--- src/rtl/flip_flop_pkg.sv ---
// flip_flop_pkg: shared JK conflict-mode type and constants
package flip_flop_pkg;
    typedef logic [1:0] jk_conflict_mode;
    localparam jk_conflict_mode JK_CONFLICT_TOGGLE = 2'd0;
    localparam jk_conflict_mode JK_CONFLICT_SET    = 2'd1;
    localparam jk_conflict_mode JK_CONFLICT_RESET  = 2'd2;
    localparam jk_conflict_mode JK_CONFLICT_HOLD   = 2'd3;
endpackage

--- src/rtl/jk_flip_flop_cell.sv ---
// jk_flip_flop_cell: one JK channel (clear > load > enable > JK) with registered state/rose/fell, async active-low reset to reset_value
module jk_flip_flop_cell
    import flip_flop_pkg::*;
#(
    parameter int CONFLICT_MODE = 0
) (
    input  logic clock,
    input  logic resetn,
    input  logic enable,
    input  logic clear,
    input  logic load,
    input  logic load_value,
    input  logic j,
    input  logic k,
    input  logic reset_value,
    output logic state,
    output logic rose,
    output logic fell
);
    if (CONFLICT_MODE < 0 || CONFLICT_MODE > 3) begin : g_bad_mode
        $error("jk_flip_flop_cell: CONFLICT_MODE %0d out of range 0..3", CONFLICT_MODE);
    end
    localparam jk_conflict_mode MODE = jk_conflict_mode'(CONFLICT_MODE);
    logic conflict_next, jk_next, state_next;
    always_comb begin
        conflict_next = MODE == JK_CONFLICT_TOGGLE ? ~state :
                        MODE == JK_CONFLICT_SET    ? 1'b1   :
                        MODE == JK_CONFLICT_RESET  ? 1'b0   : state;
        jk_next       = j && k ? conflict_next : j ? 1'b1 : k ? 1'b0 : state;
        state_next    = clear ? reset_value : load ? load_value : !enable ? state : jk_next;
    end
    always_ff @(posedge clock or negedge resetn) begin
        if (!resetn) begin
            state <= reset_value;
            rose  <= 1'b0;
            fell  <= 1'b0;
        end else begin
            state <= state_next;
            rose  <= ~state & state_next;
            fell  <= state & ~state_next;
        end
    end
endmodule

--- src/rtl/jk_register.sv ---
// jk_register: WIDTH independent JK flag channels; ports clock, resetn, enable, clear, load, load_value, j, k -> state, rose, fell
module jk_register
    import flip_flop_pkg::*;
#(
    parameter int                WIDTH         = 8,
    parameter logic [WIDTH-1:0]  RESET_VALUE   = '0,
    parameter int                CONFLICT_MODE = 0
) (
    input  logic             clock,
    input  logic             resetn,
    input  logic             enable,
    input  logic             clear,
    input  logic             load,
    input  logic [WIDTH-1:0] load_value,
    input  logic [WIDTH-1:0] j,
    input  logic [WIDTH-1:0] k,
    output logic [WIDTH-1:0] state,
    output logic [WIDTH-1:0] rose,
    output logic [WIDTH-1:0] fell
);
    if (WIDTH < 1) begin : g_bad_width
        $error("jk_register: WIDTH must be at least 1");
    end
    for (genvar i = 0; i < WIDTH; i++) begin : g_cell
        jk_flip_flop_cell #(
            .CONFLICT_MODE(CONFLICT_MODE)
        ) u_cell (
            .clock      (clock),
            .resetn     (resetn),
            .enable     (enable),
            .clear      (clear),
            .load       (load),
            .load_value (load_value[i]),
            .j          (j[i]),
            .k          (k[i]),
            .reset_value(RESET_VALUE[i]),
            .state      (state[i]),
            .rose       (rose[i]),
            .fell       (fell[i])
        );
    end
endmodule

--- config.mk ---
export PLATFORM = sky130hd
export DESIGN_NAME = jk_register
export DESIGN_NICKNAME = d
export VERILOG_FILES = /design/src/rtl/flip_flop_pkg.sv /design/src/rtl/jk_flip_flop_cell.sv /design/src/rtl/jk_register.sv
export SDC_FILE = /design/constraint.sdc
export NUM_CORES = 1
export LEC_CHECK = 0
export BUFFER_PORTS_ARGS = -buffer_cell sky130_fd_sc_hd__buf_2
export CAP_MARGIN = 10
export CORE_ASPECT_RATIO = 2
export CORE_MARGIN = 2
export CORE_UTILIZATION = 43
export CTS_BUF_LIST = sky130_fd_sc_hd__clkbuf_8
export CTS_CLUSTER_DIAMETER = 200
export DETAILED_ROUTE_END_ITERATION = 16
export PLACE_DENSITY = 0.84
export SLEW_MARGIN = 30
export SYNTH_ARGS = -nofsm -noshare
export SYNTH_HDL_FRONTEND = slang
export SYNTH_SLANG_ARGS = --single-unit
export TNS_END_PERCENT = 1
--- constraint.sdc ---
create_clock -name clock -period 1.2 [get_ports clock]
set_input_delay 0.36 -clock clock [delete_from_list [all_inputs] [get_ports clock]]
set_output_delay 0.36 -clock clock [all_outputs]
set_load 0.01 [all_outputs]
==> flow_summary_export.csv, run 1 <==
group,metric,value,unit
global_routing,grtUsageMet1,17.4,%
timing,worstMarginPinSlew,0.325,ns
pwr,pwr-share-seq,50.4,%
timing,rsz0062_at_grt,"yes",
logic_synthesis,synth.area.top_cells,"dfrtp_1 46%, buf_4 16%, a21oi_1 9.6%",
critical_path,worstPathMaxFanout,5,
routing,drt.antenna.violating_nets,0,
timing,period_minus_slack,1.20,ns
pwr,comb_power_share,19.0,%
layout,syn_to_final_growth,15.2,%
pwr,p_leak,0.817,nW
logic_synthesis,yosysSeqAreaShare,46.1,%
die,placementRows,28,
logic_synthesis,ys_ff_latch,24,
layout,drive_gt1_share,38.5,%
place,io_buffers,52,
die,fp.dieH,81.8,µm
clock_network,clock-root-buffer,"clkbuf_8",
logic_synthesis,synth_compound_area_share,23.0,%
logic_synthesis,synthFlopType,"dfrtp_1",
critical_path,endpoint_kind,"output port",
global_routing,grt_pass1_wl,4320,µm
logic_synthesis,yosys_warnings,0,
critical_path,crit_slowest_cell,"dfrtp_1",
layout,final_cell_mix,"52 x buf_2, 25 x a21oi_1, 24 x dfrtp_1",
critical_path,critical_path_class,"flip-flop to output port",
logic_synthesis,syn_area,1300,µm²
logic_synthesis,synthMuxAreaShare,0,%
pwr,cellInternalPower,1.31,mW
global_routing,busiest_layer,"met2",
routing,vias_per_cell,5.28,
routing,wirelength,2650,µm
logic_synthesis,yosysUniqueCellTypes,17,
clock_network,path_clk_slew,0.08,ns
die,die_area,3510,µm²
die,ios,53,
global_routing,met2_usage,28.9,%
logic_synthesis,avgSynthCellArea,9.58,µm²
pwr,power,1.77,mW
global_routing,track_usage,16.2,%
logic_synthesis,synth-async-reset-ratio,100,%
timing,fmax,831,MHz
die,core,2910,µm²
pwr,swShare,25.7,%
logic_synthesis,yosysTopAreaCell,"dfrtp_1",
timing,whs,0.0642,ns
critical_path,crit_buf_inv,1,
logic_synthesis,synth_xor_area_share,0,%
flow_run,cap_violations,0,
die,initial_core_util,44.8,%
clock_network,tritoncts,"done",
clock_network,htree_levels,1,
timing,fin_crit_sh,100,%
clock_network,numClockSinks,24,
timing,slew_headroom,78.4,%
timing,hold_violations,0,
place,dpl_cell_area,1420,µm²
critical_path,cp.arrival,0.84,ns
die,die_x,42.9,µm
place,dp.cells,192,
clock_network,clock_latency,0.26,ns
logic_synthesis,synthesis.nets,165,
logic_synthesis,synth.top_cell.area_share,46.1,%
timing,setup_viol,2,
place,place_hpwl,1980,µm
pwr,switchingPower,0.455,mW
logic_synthesis,synth-adder-area-share,0,%
layout,diodes,0,
clock_network,ctsHoldBuffers,0,
hold_path,hp-class,"input pin to asynchronous set/reset pin",
critical_path,critical-path-top-delay-family,"flip-flops",
critical_path,start_kind,"flip-flop",
routing,vias,1050,
global_routing,antenna_found_initial,0,
global_routing,grt_pass1_vias,1049,
layout,final_common_cell,"buf_2",
layout,design_area,1500,µm²
timing,drv_slew,0,
clock_network,cts_made_buffers,3,
timing,setup_slack,-0.00356,ns
routing,drt_iter0_drc,11,
pwr,clock_power_share,30.6,%
critical_path,cp.required,0.84,ns
logic_synthesis,synthCells,136,
logic_synthesis,yosys.area_share.simple,10.9,%
routing,drt_pass1_iterations,3,
logic_synthesis,synth_top_family_by_area,"compound AO/OA/AOI/OAI gates",
global_routing,met3_usage,2.86,%
critical_path,path_cells,"buf_2",
clock_network,cts_max_path_buffers,2,
layout,nets,199,
outcome,failed_checks,"negative setup slack",
pwr,power_density,1180,nW/µm²
logic_synthesis,synth-edff-count,0,
clock_network,cts_setup_buffers,1,
clock_network,cts_repair_resize_count,0,
outcome,run_status,"finished, violations left",
layout,final_util,51.6,%
layout,fin_cells,199,
timing,clock_skew,0.000425,ns
routing,route.detailed.drc,0,
place,gp_congestion,0.779,
critical_path,cpPeakStageDelay,0.43,ns
global_routing,grt_max_degree,25,
pwr,ir_drop,684,µV
global_routing,grt_overflow,0,
routing,drt-wirelength-per-cell,13.3,µm
registers in the layout, indices dropped and copies added (netlist names):
register / count
g_cell.u_cell.fell: 8
g_cell.u_cell.state: 8
g_cell.u_cell.rose: 8
cells by family after synthesis:
group / Yosys count
and+or+nand+nor: 24
AOI/OAI and AO/OA: 49
buffers and inverters: 39
DFF: 24
cell usage after synthesis, drive strengths merged (7+ instances only):
cell type and n:
buf 31, a21boi 7, nor3 7, dfrtp 24, inv 7, a31oi 7, nand2 8, o21a 8
and3b 7, a21oi 25
worst paths after layout:
check,start,to,slack (ns),depth (start not counted)
max,g_cell[4].u_cell.state,state[4],-0.004,1
min,resetn,g_cell[7].u_cell.rose,0.06,2
max reg2reg,g_cell[7].u_cell.state,g_cell[7].u_cell.state,0.18,4
min reg2reg,g_cell[2].u_cell.state,g_cell[2].u_cell.rose,0.51,1
max in group asynchronous,resetn,g_cell[3].u_cell.rose,0.90,2
min in group clock,k[6],g_cell[6].u_cell.fell,0.35,3
metrics by stage:
step                      worst slack (ns)  TNS (ns)
after global placement              0.0233         0
after detailed placement           -0.0530   -0.0530
final                             -0.00356  -0.00415
after CTS                          -0.0105   -0.0352
after floorplan                      0.107         0
after global routing               -0.0450    -0.251
power by group through the flow:
| stage | clock network (mW) | registers [mW] | logic (mW) |
|---|---|---|---|
| 5_1_grt | 0.595 | 0.897 | 0.375 |
| 3_5_place_dp | 0 | 0.910 | 0.324 |
| 4_1_cts | 0.557 | 0.892 | 0.331 |
| 6_report | 0.540 | 0.890 | 0.335 |
| 3_3_place_gp | 0 | 0.909 | 0.317 |
| 2_1_floorplan | 0 | 0.902 | 0.244 |
cell type report:
type                    instances  area [µm²]
clock buffers                   4        55.1
fillers                       307        1410
inverters                       7        26.3
multi-input cells              73         440
flip-flops and latches         24         601
well taps                      30        37.5
repair buffers                 61         340
layer usage:
layer	vias to the layer above	routed length, µm
li1	510	-
met2	30	1450
met3	4	126
met1	506	1020
met4	0	48
met5	-	0
(Power assumes the default switching activity.)
==> run 2: changes to the inputs <==
--- a/config.mk
+++ b/config.mk
@@ -5,15 +5,16 @@
 export SDC_FILE = /design/constraint.sdc
 export NUM_CORES = 1
 export LEC_CHECK = 0
+export ABC_AREA = 1
 export BUFFER_PORTS_ARGS = -buffer_cell sky130_fd_sc_hd__buf_2
 export CAP_MARGIN = 10
 export CORE_ASPECT_RATIO = 2
 export CORE_MARGIN = 2
 export CORE_UTILIZATION = 43
 export CTS_BUF_LIST = sky130_fd_sc_hd__clkbuf_8
-export CTS_CLUSTER_DIAMETER = 200
+export CTS_CLUSTER_DIAMETER = 80
 export DETAILED_ROUTE_END_ITERATION = 16
-export PLACE_DENSITY = 0.84
+export PLACE_DENSITY = 0.85
 export SLEW_MARGIN = 30
 export SYNTH_ARGS = -nofsm -noshare
 export SYNTH_HDL_FRONTEND = slang
==> run 2 against run 1 <==
Effect of this change:
- the flow now finishes without violations
- sequential power is 0.4% higher
- first-iteration DRC count down 9.1%
- sequential cell count unchanged
- via count shrank 10%
- synthesized cell count increased by 3.7%
- power fell by 0.42%
- global-route usage shrank 0.53 points
- core utilization down 0.38 points
- sequential share of layout area increased by 2.8 points
- clock skew increased by 0.0019 ns
- highest routed layer unchanged
==> flow_summary_export.csv, run 2 <==
group,metric,value,unit
logic_synthesis,yosysTopAreaCell,"dfrtp_1",
routing,wirelength,2410,µm
layout,ff_latch_area,601,µm²
die,die_area,3340,µm²
logic_synthesis,yosysSeqAreaShare,48.6,%
timing,clock_skew,0.00228,ns
critical_path,path_cells,"buf_2",
timing,fin_crit_sh,98.9,%
clock_network,clock-root-buffer,"clkbuf_8",
critical_path,crit_slowest_cell,"dfrtp_1",
logic_synthesis,synth-async-reset-ratio,100,%
layout,fillCellCount,269,
outcome,run_status,"finished, final reports clean",
critical_path,endpoint_kind,"output port",
place,gp_congestion,0.768,
global_routing,grt_max_degree,25,
routing,drt_pass1_iterations,4,
layout,final_common_cell,"buf_2",
logic_synthesis,synthCells,141,
logic_synthesis,synth.area.top_cells,"dfrtp_1 49%, buf_4 15%, nand2_1 6.1%",
routing,drt.antenna.violating_nets,0,
logic_synthesis,yosysUniqueCellTypes,16,
logic_synthesis,avgSynthCellArea,8.76,µm²
die,initial_core_util,45.1,%
logic_synthesis,synth-edff-count,0,
layout,multi_input_area,348,µm²
global_routing,track_usage,15.6,%
die,fp.dieH,79.8,µm
layout,final_util,51.2,%
place,place_hpwl,1850,µm
timing,setup_viol,0,
layout,nets,204,
timing,fmax,843,MHz
clock_network,tritoncts,"done",
timing,rsz0062_at_grt,"yes",
critical_path,start_kind,"flip-flop",
place,io_buffers,52,
logic_synthesis,synth_xor_area_share,0,%
timing,slew_headroom,64.9,%
flow_run,cap_violations,0,
critical_path,worstPathMaxFanout,4,
critical_path,rr_worst_depth,6,
clock_network,clock_latency,0.26,ns
logic_synthesis,synthMuxAreaShare,0,%
global_routing,grt_overflow,0,
layout,fin_cells,203,
layout,final_cell_mix,"52 x buf_2, 24 x dfrtp_1, 20 x nand2_1, 20 x nor2_1, 16 x inv_1",
routing,drt-wirelength-per-cell,11.9,µm
clock_network,ctsHoldBuffers,0,
clock_network,htree_levels,1,
place,dp_slack,0.0128,ns
logic_synthesis,synthFlopType,"dfrtp_1",
critical_path,critical-path-top-delay-family,"flip-flops",
place,dp.cells,194,
die,placementRows,27,
timing,period_minus_slack,1.19,ns
pwr,ir_drop,587,µV
timing,drv_slew,0,
die,core,2740,µm²
timing,setup_slack,0.0132,ns
logic_synthesis,yosys_warnings,0,
global_routing,grt_pass1_wl,3910,µm
pwr,p_leak,0.840,nW
critical_path,crit_buf_inv,1,
logic_synthesis,synthesis.nets,170,
logic_synthesis,synth_compound_area_share,3.85,%
critical_path,cpPeakStageDelay,0.42,ns
pwr,power,1.76,mW
critical_path,cp.required,0.84,ns
layout,diodes,0,
routing,vias,944,
timing,setup_tns,0,ns
logic_synthesis,yosys.area_share.simple,24.3,%
hold_path,hp-class,"input pin to asynchronous set/reset pin",
clock_network,cts_made_buffers,3,
global_routing,grt_pass1_vias,942,
logic_synthesis,synth-adder-area-share,0,%
routing,drt_iter0_drc,10,
timing,hold_violations,0,
critical_path,cp.arrival,0.83,ns
layout,top_regs,"g_cell.u_cell.fell (8), g_cell.u_cell.rose (8), g_cell.u_cell.state (8)",
die,die_x,41.9,µm
pwr,power_density,1250,nW/µm²
logic_synthesis,ys_ff_latch,24,
logic_synthesis,netlist_top_cells_count,"24 x buf_4, 24 x dfrtp_1, 20 x nand2_1, 20 x nor2_1, 16 x inv_1",
layout,syn_to_final_growth,13.5,%
layout,drive_gt1_share,42.5,%
timing,worstMarginPinSlew,0.526,ns
critical_path,critical_path_class,"flip-flop to output port",
global_routing,antenna_found_initial,0,
logic_synthesis,syn_area,1230,µm²
critical_path,cp.depth,1,
logic_synthesis,synth.top_cell.area_share,48.6,%
clock_network,numClockSinks,24,
die,ios,53,
routing,route.detailed.drc,0,
clock_network,path_clk_slew,0.08,ns
clock_network,cts_max_path_buffers,2,
routing,vias_per_cell,4.65,
logic_synthesis,synth_top_family_by_area,"simple AND/OR/NAND/NOR gates",
run 2: changes by cell type in the layout (fill, tap and decap cells not counted), sizes merged, moves of 8 or more:
cell   previous run  this run
nand2             8        24
inv               7        17
a21oi            25         8
nor2              0        24
o21a              8         0
nand3             0        16
run 2: power by group:
group | total, mW | internal, mW | switching [mW]
Combinational | 0.327 | 0.138 | 0.188
Sequential | 0.894 | 0.867 | 0.0269
Clock | 0.538 | 0.292 | 0.245
Total | 1.76 | 1.30 | 0.461
run 2: per-layer routing:
metal / vias up / global-route usage, % / share of wire [%]
met2: 34 / 28.4 / 57
li1: 470 / - / -
met1: 432 / 15.4 / 35
met5: - / 0 / 0
met4: 0 / 9.68 / 2.6
met3: 8 / 3.62 / 6.2
run 2: worst paths after layout:
check                                             from                      to  slack, ns
min in group clock                                j[7]   g_cell[7].u_cell.fell       0.41
max in group asynchronous                       resetn  g_cell[0].u_cell.state       0.78
worst min register to register  g_cell[6].u_cell.state   g_cell[6].u_cell.rose       0.47
worst min-delay path                            resetn   g_cell[6].u_cell.fell       0.07
worst max-delay path            g_cell[0].u_cell.state                state[0]       0.01
worst max register to register  g_cell[1].u_cell.state   g_cell[1].u_cell.rose       0.19
run 2: logic make-up after synthesis:
group           Yosys count
simple gates             64
buf+inv                  45
flops                    24
compound gates            8
run 2: what timing repair did:
item,CTS,global route
gates resized for setup,0,0
buffers inserted,1,4
endpoints found under the setup margin,2,8
run 2: area by class of cell:
class / count / share of cell area (%)
Clock buffer: 4 / 3.93
Inverter: 17 / 4.55
Tap cell: 29 / 2.59
Timing Repair Buffer: 57 / 21.3
Multi-Input combinational cell: 72 / 24.8
Sequential cell: 24 / 42.9
run 2: stage by stage:
step                      hold slack [ns]  cell area [µm²]
after global routing               0.0998             1400
after floorplan                    0.0644             1230
after CTS                          0.0792             1370
after detailed placement            0.370             1310
after global placement              0.362             1310
final                              0.0670             1400
==> run 3: changes to the inputs <==
--- a/config.mk
+++ b/config.mk
@@ -8,7 +8,6 @@
 export ABC_AREA = 1
 export BUFFER_PORTS_ARGS = -buffer_cell sky130_fd_sc_hd__buf_2
 export CAP_MARGIN = 10
-export CORE_ASPECT_RATIO = 2
 export CORE_MARGIN = 2
 export CORE_UTILIZATION = 43
 export CTS_BUF_LIST = sky130_fd_sc_hd__clkbuf_8
==> run 3 against run 2 <==
Effect of this change:
- first-iteration DRC count grew to 2.5 times the previous value
- die area fell by 0.78%
- non-clock buffer count down 2
- combinational power shrank 3%
- worst hold slack got worse by 0.0086 ns
- critical endpoint is now state[2]
- clock power increased by 28%
- power rose by 7.9%
==> flow_summary_export.csv, run 3 (same netlist as run 2, synthesis figures left out) <==
group,metric,value,unit
outcome,run_status,"finished, final reports clean",
timing,fmax,842,MHz
layout,diodes,0,
global_routing,grt_pass1_vias,777,
global_routing,track_usage,13.3,%
routing,drt_pass1_iterations,4,
critical_path,crit_slowest_cell,"dfrtp_1",
pwr,clock_power_share,36.2,%
global_routing,met2_usage,21.9,%
global_routing,grt_pass1_wl,3380,µm
die,placementRows,19,
critical_path,endpoint_kind,"output port",
clock_network,htree_levels,1,
critical_path,r2r_start,"g_cell[3].u_cell.state",
global_routing,grt_overflow,0,
layout,syn_to_final_growth,14.3,%
critical_path,r2r_setup_slack,0.21,ns
critical_path,start_kind,"flip-flop",
timing,period_minus_slack,1.19,ns
pwr,cellInternalPower,1.45,mW
pwr,power_density,1340,nW/µm²
pwr,swShare,23.8,%
critical_path,crit_buf_inv,1,
die,die_x,57.6,µm
pwr,comb_power_share,16.7,%
place,io_buffers,52,
die,initial_core_util,45.2,%
routing,route.detailed.drc,0,
global_routing,grt_max_degree,25,
layout,top_regs,"g_cell.u_cell.fell (8), g_cell.u_cell.rose (8), g_cell.u_cell.state (8)",
routing,wirelength,2110,µm
critical_path,path_cells,"buf_2",
timing,fin_crit_sh,98.9,%
clock_network,cts_made_buffers,3,
die,fp.dieH,57.6,µm
global_routing,met3_usage,2.04,%
pwr,pwr-share-seq,47.1,%
hold_path,hp-class,"input pin to asynchronous set/reset pin",
layout,final_common_cell,"buf_2",
routing,drt-wirelength-per-cell,10.4,µm
timing,hold_violations,0,
critical_path,cp.required,0.84,ns
timing,setup_viol,0,
clock_network,path_clk_slew,0.08,ns
layout,drive_gt1_share,41.9,%
place,dp_slack,0.0365,ns
die,die_area,3320,µm²
pwr,ir_drop,729,µV
die,core,2730,µm²
clock_network,clock-root-buffer,"clkbuf_8",
layout,final_cell_mix,"51 x buf_2, 24 x dfrtp_1, 20 x nand2_1, 20 x nor2_1, 16 x inv_1",
critical_path,cpPeakStageDelay,0.42,ns
routing,vias_per_cell,4.47,
routing,vias,907,
die,ios,53,
global_routing,antenna_found_initial,0,
critical_path,critical_path_class,"flip-flop to output port",
timing,setup_slack,0.0129,ns
clock_network,tritoncts,"done",
clock_network,numClockSinks,24,
routing,drt.antenna.violating_nets,0,
timing,clock_skew,0.00208,ns
critical_path,rr_endpoint,"g_cell[3].u_cell.rose",
global_routing,grtUsageMet1,17.5,%
timing,slew_headroom,66.4,%
critical_path,cp.arrival,0.83,ns
critical_path,critical-path-top-delay-family,"flip-flops",
timing,setup_tns,0,ns
timing,worstMarginPinSlew,0.504,ns
clock_network,ctsHoldBuffers,0,
clock_network,cts_max_path_buffers,2,
flow_run,cap_violations,0,
timing,rsz0062_at_grt,"yes",
global_routing,busiest_layer,"met2",
layout,nets,202,
place,place_hpwl,1570,µm
critical_path,worstPathMaxFanout,4,
clock_network,clock_latency,0.26,ns
timing,drv_slew,0,
place,gp_congestion,0.738,
critical_path,rr_worst_depth,6,
pwr,switchingPower,0.451,mW
pwr,p_leak,0.838,nW
routing,drt_iter0_drc,25,
## run 3: how the worst max path moves through the flow
stage / startpoint / to / depth (start not counted)
floorplan: enable / g_cell[1].u_cell.state / 6
global placement: enable / g_cell[1].u_cell.state / 6
detailed placement: enable / g_cell[1].u_cell.state / 6
CTS: g_cell[5].u_cell.state / state[5] / 1
global route: g_cell[5].u_cell.state / state[5] / 1
finish: g_cell[2].u_cell.state / state[2] / 1
## run 3: final cells by class
| class | instances | area (µm²) |
|---|---|---|
| Clock inverter | 1 | 30.0 |
| Timing Repair Buffer | 55 | 289 |
| Sequential cell | 24 | 601 |
| Tap cell | 31 | 38.8 |
| Fill cell | 236 | 1320 |
| Multi-Input combinational cell | 72 | 348 |
| Clock buffer | 3 | 41.3 |
| Inverter | 17 | 63.8 |
## run 3: what timing repair did
| item | 4_1_cts | 5_1_grt |
|---|---|---|
| resized for setup | 0 | 1 |
| buffers inserted | 1 | 2 |
| endpoints found under the setup margin | 1 | 7 |
## run 3: stage by stage
step / total power [mW] / cells / cell area [µm²] / hold slack, ns / utilization [%]
final: 1.90 / 203 / 1410 / 0.0584 / 51.6
after global routing: 2.00 / 203 / 1410 / 0.0972 / 51.6
after CTS: 1.91 / 201 / 1390 / 0.0694 / 50.8
after detailed placement: 1.22 / 196 / 1310 / 0.359 / 48.0
after global placement: 1.21 / 196 / 1310 / 0.353 / 48.0
after floorplan: 1.17 / 141 / 1230 / 0.0644 / -
## run 3: routing by layer
| metal | up-vias | share of wire [%] |
|---|---|---|
| met4 | 0 | 0.66 |
| met1 | 407 | 44 |
| met3 | 2 | 6.9 |
| li1 | 465 | - |
| met5 | - | 0 |
| met2 | 33 | 49 |
## run 3: worst reg2reg max path, stage by stage, from the launching register on
cell	delay, ns
dfrtp_1	0.41
buf_4	0.14
inv_1	0.07
nand3_1	0.08
nand3_2	0.10
nand2_2	0.05
nor2_1	0.07
## run 3: power groups by stage
stage	Combinational [mW]	Clock, mW	Sequential (mW)
6_report	0.318	0.686	0.894
3_3_place_gp	0.301	0	0.911
5_1_grt	0.358	0.737	0.900
2_1_floorplan	0.260	0	0.908
4_1_cts	0.311	0.708	0.894
3_5_place_dp	0.305	0	0.911
